File: src/rtl/bin2bcd_if.sv
// bin2bcd_if: start/done handshake and result bus between the binary source and the BCD converter
interface bin2bcd_if #(parameter int WIDTH = 32);
  logic start;
  logic [WIDTH-1:0] bin;
  logic busy;
  logic done;
  logic [31:0] bcd;
  logic neg;
  logic ovf;
  modport master(output start, bin, input busy, done, bcd, neg, ovf);
  modport slave(input start, bin, output busy, done, bcd, neg, ovf);
endinterface

File: src/rtl/bin2bcd_seq.sv
// bin2bcd_seq: sequential double-dabble converter from a WIDTH-bit binary word to 8 packed BCD digits
module bin2bcd_seq #(
  parameter int WIDTH = 32,
  parameter bit SIGNED = 1'b0
) (
  input logic clk,
  input logic rst,
  bin2bcd_if.slave io
);
  typedef enum logic [1:0] {IDLE, SHIFT, DONE} state_t;
  state_t state_q, state_d;
  logic [WIDTH-1:0] sh_q, sh_d, mag;
  logic [39:0] acc_q, acc_d;
  logic [35:0] acc_adj;
  logic [5:0] cnt_q, cnt_d;
  logic neg_r_q, neg_r_d, busy_q, busy_d, done_q, done_d, neg_q, neg_d, ovf_q, ovf_d;
  logic [31:0] bcd_q, bcd_d;
  logic is_neg, go, shift;
  genvar i;
  for (i = 0; i < 9; i++) begin : g_adj
    assign acc_adj[4*i+:4] = acc_q[4*i+:4] >= 4'd5 ? acc_q[4*i+:4] + 4'd3 : acc_q[4*i+:4];
  end
  always_ff @(posedge clk) begin
    if (rst) begin
      state_q <= IDLE;
      sh_q <= '0;
      acc_q <= '0;
      cnt_q <= '0;
      neg_r_q <= 1'b0;
      busy_q <= 1'b0;
      done_q <= 1'b0;
      bcd_q <= '0;
      neg_q <= 1'b0;
      ovf_q <= 1'b0;
    end else begin
      state_q <= state_d;
      sh_q <= sh_d;
      acc_q <= acc_d;
      cnt_q <= cnt_d;
      neg_r_q <= neg_r_d;
      busy_q <= busy_d;
      done_q <= done_d;
      bcd_q <= bcd_d;
      neg_q <= neg_d;
      ovf_q <= ovf_d;
    end
  end
  always_comb begin
    is_neg = SIGNED && io.bin[WIDTH-1];
    mag = is_neg ? -io.bin : io.bin;
    go = (state_q == IDLE) && io.start;
    shift = state_q == SHIFT;
    state_d = go ? SHIFT : shift ? (cnt_q == 6'd1 ? DONE : SHIFT) : IDLE;
    sh_d = go ? mag : shift ? sh_q << 1 : sh_q;
    acc_d = go ? '0 : shift ? {acc_q[38:36], acc_adj, sh_q[WIDTH-1]} : acc_q;
    cnt_d = go ? 6'(WIDTH) : shift ? cnt_q - 6'd1 : cnt_q;
    neg_r_d = go ? is_neg : neg_r_q;
  end
  always_comb begin
    busy_d = state_d != IDLE;
    done_d = state_q == DONE;
    bcd_d = done_d ? acc_q[31:0] : bcd_q;
    ovf_d = done_d ? |acc_q[39:32] : ovf_q;
    neg_d = done_d ? neg_r_q : neg_q;
  end
  assign io.busy = busy_q;
  assign io.done = done_q;
  assign io.bcd = bcd_q;
  assign io.neg = neg_q;
  assign io.ovf = ovf_q;
endmodule

File: src/flat_wrapper.sv
// flat-port wrapper written by rule: the top's interface ports become plain ports
module bin2bcd_seq_flat 
#(
  parameter int WIDTH = 32,
  parameter bit SIGNED = 1'b0
)
  (clk, rst, io_start, io_bin, io_busy, io_done, io_bcd, io_neg, io_ovf);
  bin2bcd_if #(.WIDTH(WIDTH)) io_i ();
  input logic clk;
  input logic rst;
  input wire logic [$bits(io_i.start)-1:0] io_start;
  input wire logic [$bits(io_i.bin)-1:0] io_bin;
  output wire logic [$bits(io_i.busy)-1:0] io_busy;
  output wire logic [$bits(io_i.done)-1:0] io_done;
  output wire logic [$bits(io_i.bcd)-1:0] io_bcd;
  output wire logic [$bits(io_i.neg)-1:0] io_neg;
  output wire logic [$bits(io_i.ovf)-1:0] io_ovf;
  assign io_i.start = io_start;
  assign io_i.bin = io_bin;
  assign io_busy = io_i.busy;
  assign io_done = io_i.done;
  assign io_bcd = io_i.bcd;
  assign io_neg = io_i.neg;
  assign io_ovf = io_i.ovf;
  bin2bcd_seq #(.WIDTH(WIDTH), .SIGNED(SIGNED)) u_core (.clk(clk), .rst(rst), .io(io_i));
endmodule
File: config.mk
export PLATFORM = sky130hd
export DESIGN_NAME = bin2bcd_seq_flat
export DESIGN_NICKNAME = d
export VERILOG_FILES = /design/src/rtl/bin2bcd_if.sv /design/src/rtl/bin2bcd_seq.sv /design/src/flat_wrapper.sv
export SDC_FILE = /design/constraint.sdc
export NUM_CORES = 1
export LEC_CHECK = 0
export ABC_AREA = 0
export BUFFER_PORTS_ARGS = -buffer_cell sky130_fd_sc_hd__clkbuf_2
export CORE_MARGIN = 2
export CORE_UTILIZATION = 50
export CTS_CLUSTER_SIZE = 25
export DETAILED_ROUTE_END_ITERATION = 10
export PLACE_DENSITY = 0.81
export SYNTH_ARGS = -nofsm -noshare
export SYNTH_HDL_FRONTEND = slang
export SYNTH_SLANG_ARGS = --single-unit
export TNS_END_PERCENT = 10
File: constraint.sdc
create_clock -name clk -period 3.8 [get_ports clk]
set_clock_uncertainty 0.1 [all_clocks]
set_input_delay 0 -clock clk [delete_from_list [all_inputs] [get_ports clk]]
set_output_delay 0 -clock clk [all_outputs]
set_load 0.03 [all_outputs]
==> summary.txt <==
Status
  • Status: finished clean

Worst setup path
  • Reg2Reg Setup Slack: 1200 ps
  • RR Endpoint: u_core.sh_q[0]
  • Reg2Reg Depth: 5
  • Crit path DAT: 2910 ps
  • Worst EP required: 4100 ps
  • Startpoint Class: flip-flop
  • Max FO, Critical Path: 23
  • Worst setup EP type: flip-flop
  • Worst reg2reg startpoint: u_core.state_q[0]
  • Critical path class: flip-flop to flip-flop

Drt
  • Final WL: 12,800 µm
  • First-iteration detailed-routing DRC count: 441
  • Via total after detailed routing: 4,691
  • Antenna Nets Post-Route: 0
  • Detailed-route DRC error count: 0
  • Via-to-Cell Ratio: ~5.8
  • TritonRoute pass-1 iters: 5
  • DR WL/cell: 15.8 µm

Yosys
  • Yosys warnings: 0
  • Most common cell in the netlist: dfxtp_1
  • Async S/R FF share, synth: 0%
  • Cell taking the most area after synthesis: dfxtp_1
  • Average size of a mapped cell: just under 9 µm²
  • Mapped Nets: around 640
  • Largest cells by area after synthesis: dfxtp_1 45%, a21oi_1 6.8%, nand2_1 5.6%, ha_1 5.1%, o2bb2ai_1 4.8%
  • Flops & latches, synth: 115
  • Cell Area, Synth: 5130 µm²
  • Most instantiated cells after synthesis: 115 x dfxtp_1, 76 x nand2_1, 70 x a21oi_1
  • Cell count after synthesis: 585
  • Post-synth EDFFs: 0
  • Sequential fraction of the synthesis area: 44.9%
  • Synth top area share: 44.9%
  • Post-synth cell types: 42
  • Leading register cell type out of synthesis: dfxtp_1

Floorplan
  • Ports: between 70 and 80
  • Die height: 105 µm
  • Die area: 11,100 µm²
  • Row cnt: 36
  • Initial Utilization: a little over half
  • Die X: 105 µm
  • Core ar.: 9860 µm²

Pwr
  • Combinational Power Share: 8.3%
  • Sequential share of power: 39.9%
  • Psw: roughly 0.00074 W
  • Total chip power: 0.00322 W
  • Clk pwr share: 51.8%
  • Sw Share: 22.9%
  • VDD IR-drop max: 0.000276 V
  • Internal power: 0.00249 W
  • Leakage power total: 2.46 nW
  • Pwr dens: 501 nW/µm²

Finish
  • Synth-to-Final Area Change: 25.5%
  • Seq. cell area: 2300 µm²
  • Ratio of cells with drive above 1 in the final layout: 16.9%
  • Multi-input gate area: between 2000 and 3000 µm²
  • Layout fillers: about 740
  • Layout Nets: 722
  • Diode count: 0

CTS
  • Sink Count: around 120
  • TritonCTS Buffers: 17
  • Htree depth: 4
  • Clock buffer depth: 2
  • Reg clk slew, reported paths: ~60 ps
  • CTS tree: yes
  • Clock Latency Late Sink: 520 ps
  • Root Buffer: clkbuf_8
  • Post-CTS resize count: 0

GRT
  • Global route total overflow: 0
  • Initial antenna violation count: 0
  • All-layer global routing usage: 23.9%
  • First-pass GRT wire length: between 20,000 and 25,000 µm
  • Number of global-route vias before repair: 4,494
  • Largest net degree at the start of global routing: 45

STA
  • Final hold slack: 174 ps
  • Fmax: 384 MHz
  • Worst relative slew slack: 37.4%
  • Final setup vio count: 0
  • Final worst-path cycle share: 68.5%
  • Final TNS setup: 0 ps
  • Worst-Margin Slew: around 940 ps
  • Max-slew violation count: 0
  • Setup repair after global routing missed its margin: false
  • Period minus WS final: about 2600 ps
  • Final hold vios: 0

Min path
  • Hold Path Class: primary input to flip-flop
  • Hold Path End: u_core.io.done
  • Worst Hold Depth: 2
  • Hold_sp: rst

Job
  • Max-cap violations: 0

Placed design
  • Final HPWL DP: 7240 µm
  • Port Buffers: 69
  • RePlAce Congestion: 0.825
-- cell families after synthesis --
group | count (synthesis) | synth area share [%]
other cells | 1 | 0.0731
simple gates | 164 | 15.1
xor+xnor | 3 | 0.512
buf+inv | 71 | 6.32
fa+ha+maj | 21 | 5.12
flops | 115 | 44.9
mux | 9 | 1.78
compound gates | 201 | 26.2
-- layout by cell type, fill, tap and decap left out, drive strengths merged, types with 8 or more instances in the layout --
master,synthesis,layout
dfxtp,115,115
clkbuf,23,91
nand2,76,76
a21oi,70,70
dlygate4sd3,0,36
nor2,33,33
a22oi,28,28
o2bb2ai,28,28
inv,21,21
ha,21,21
a211oi,19,19
o21ai,19,19
nand2b,18,18
a31oi,10,10
nor3b,9,9
nand3,9,9
a2111oi,8,8
a41oi,8,8
mux2i,8,8
a22o,8,8
-- stage by stage --
stage / cells / instance area, µm² / utilization (%) / worst slack [ps]
after floorplan: 585 / 5130 / - / 2230
after global placement: 744 / 5450 / 55.3 / 1550
after detailed placement: 744 / 5450 / 55.3 / 1460
after CTS: 812 / 6440 / 65.3 / 1280
after global routing: 812 / 6440 / 65.3 / 1030
final: 812 / 6440 / 65.3 / 1200
-- repair_timing --
item,in CTS,in global routing
hold buffers,36,0
hold endpoints to repair,36,0
buffers inserted,0,0
-- sequential cells by signal, indices dropped and copies added, names as in the netlist --
register,flops
u_core.sh_q,32
u_core.state_q,2
u_core.io.bcd,32
u_core.acc_q,40
u_core.io.done,1
u_core.cnt_q,6
u_core.io.ovf,1
u_core.io.busy,1
-- layer usage --
layer	wire [µm]	track usage, %
met2	6470	40.2
met4	244	8.57
met3	661	6.80
met1	5430	29.0
met5	0	0
-- worst max-delay path, stage by stage, from the launching register on --
cell,delay (ps)
dfxtp_1,880
nor2_1,180
nand2_1,110
dlygate4sd3_1,550
a21oi_1,60
dlygate4sd3_1,610
-- final cells by class --
class                      instances  area share [%]
tap                              133            2.58
clock inverter                    10            2.37
inverter                          21            1.22
clock buffer                      22            7.34
timing repair buffer             112            11.8
sequential                       115            35.7
multi-input combinational        399            39.0
-- power groups by stage --
stage / registers, W / logic [W] / clock network (W)
after floorplan: 0.00129 / 0.000181 / 0
after global placement: 0.00130 / 0.000214 / 0
after detailed placement: 0.00131 / 0.000225 / 0
after CTS: 0.00128 / 0.000258 / 0.00168
after global routing: 0.00129 / 0.000294 / 0.00174
final: 0.00129 / 0.000267 / 0.00167
-- worst max-delay path by stage --
stage	startpoint	to	slack [ps]
after floorplan	u_core.acc_q[32]	u_core.acc_q[34]	2230
after global placement	u_core.state_q[0]	u_core.acc_q[29]	1550
after detailed placement	u_core.state_q[0]	u_core.acc_q[9]	1460
after CTS	u_core.state_q[0]	u_core.sh_q[0]	1280
after global routing	u_core.state_q[0]	u_core.sh_q[0]	1030
final	u_core.state_q[0]	u_core.sh_q[0]	1200
(Power assumes the default switching activity.)
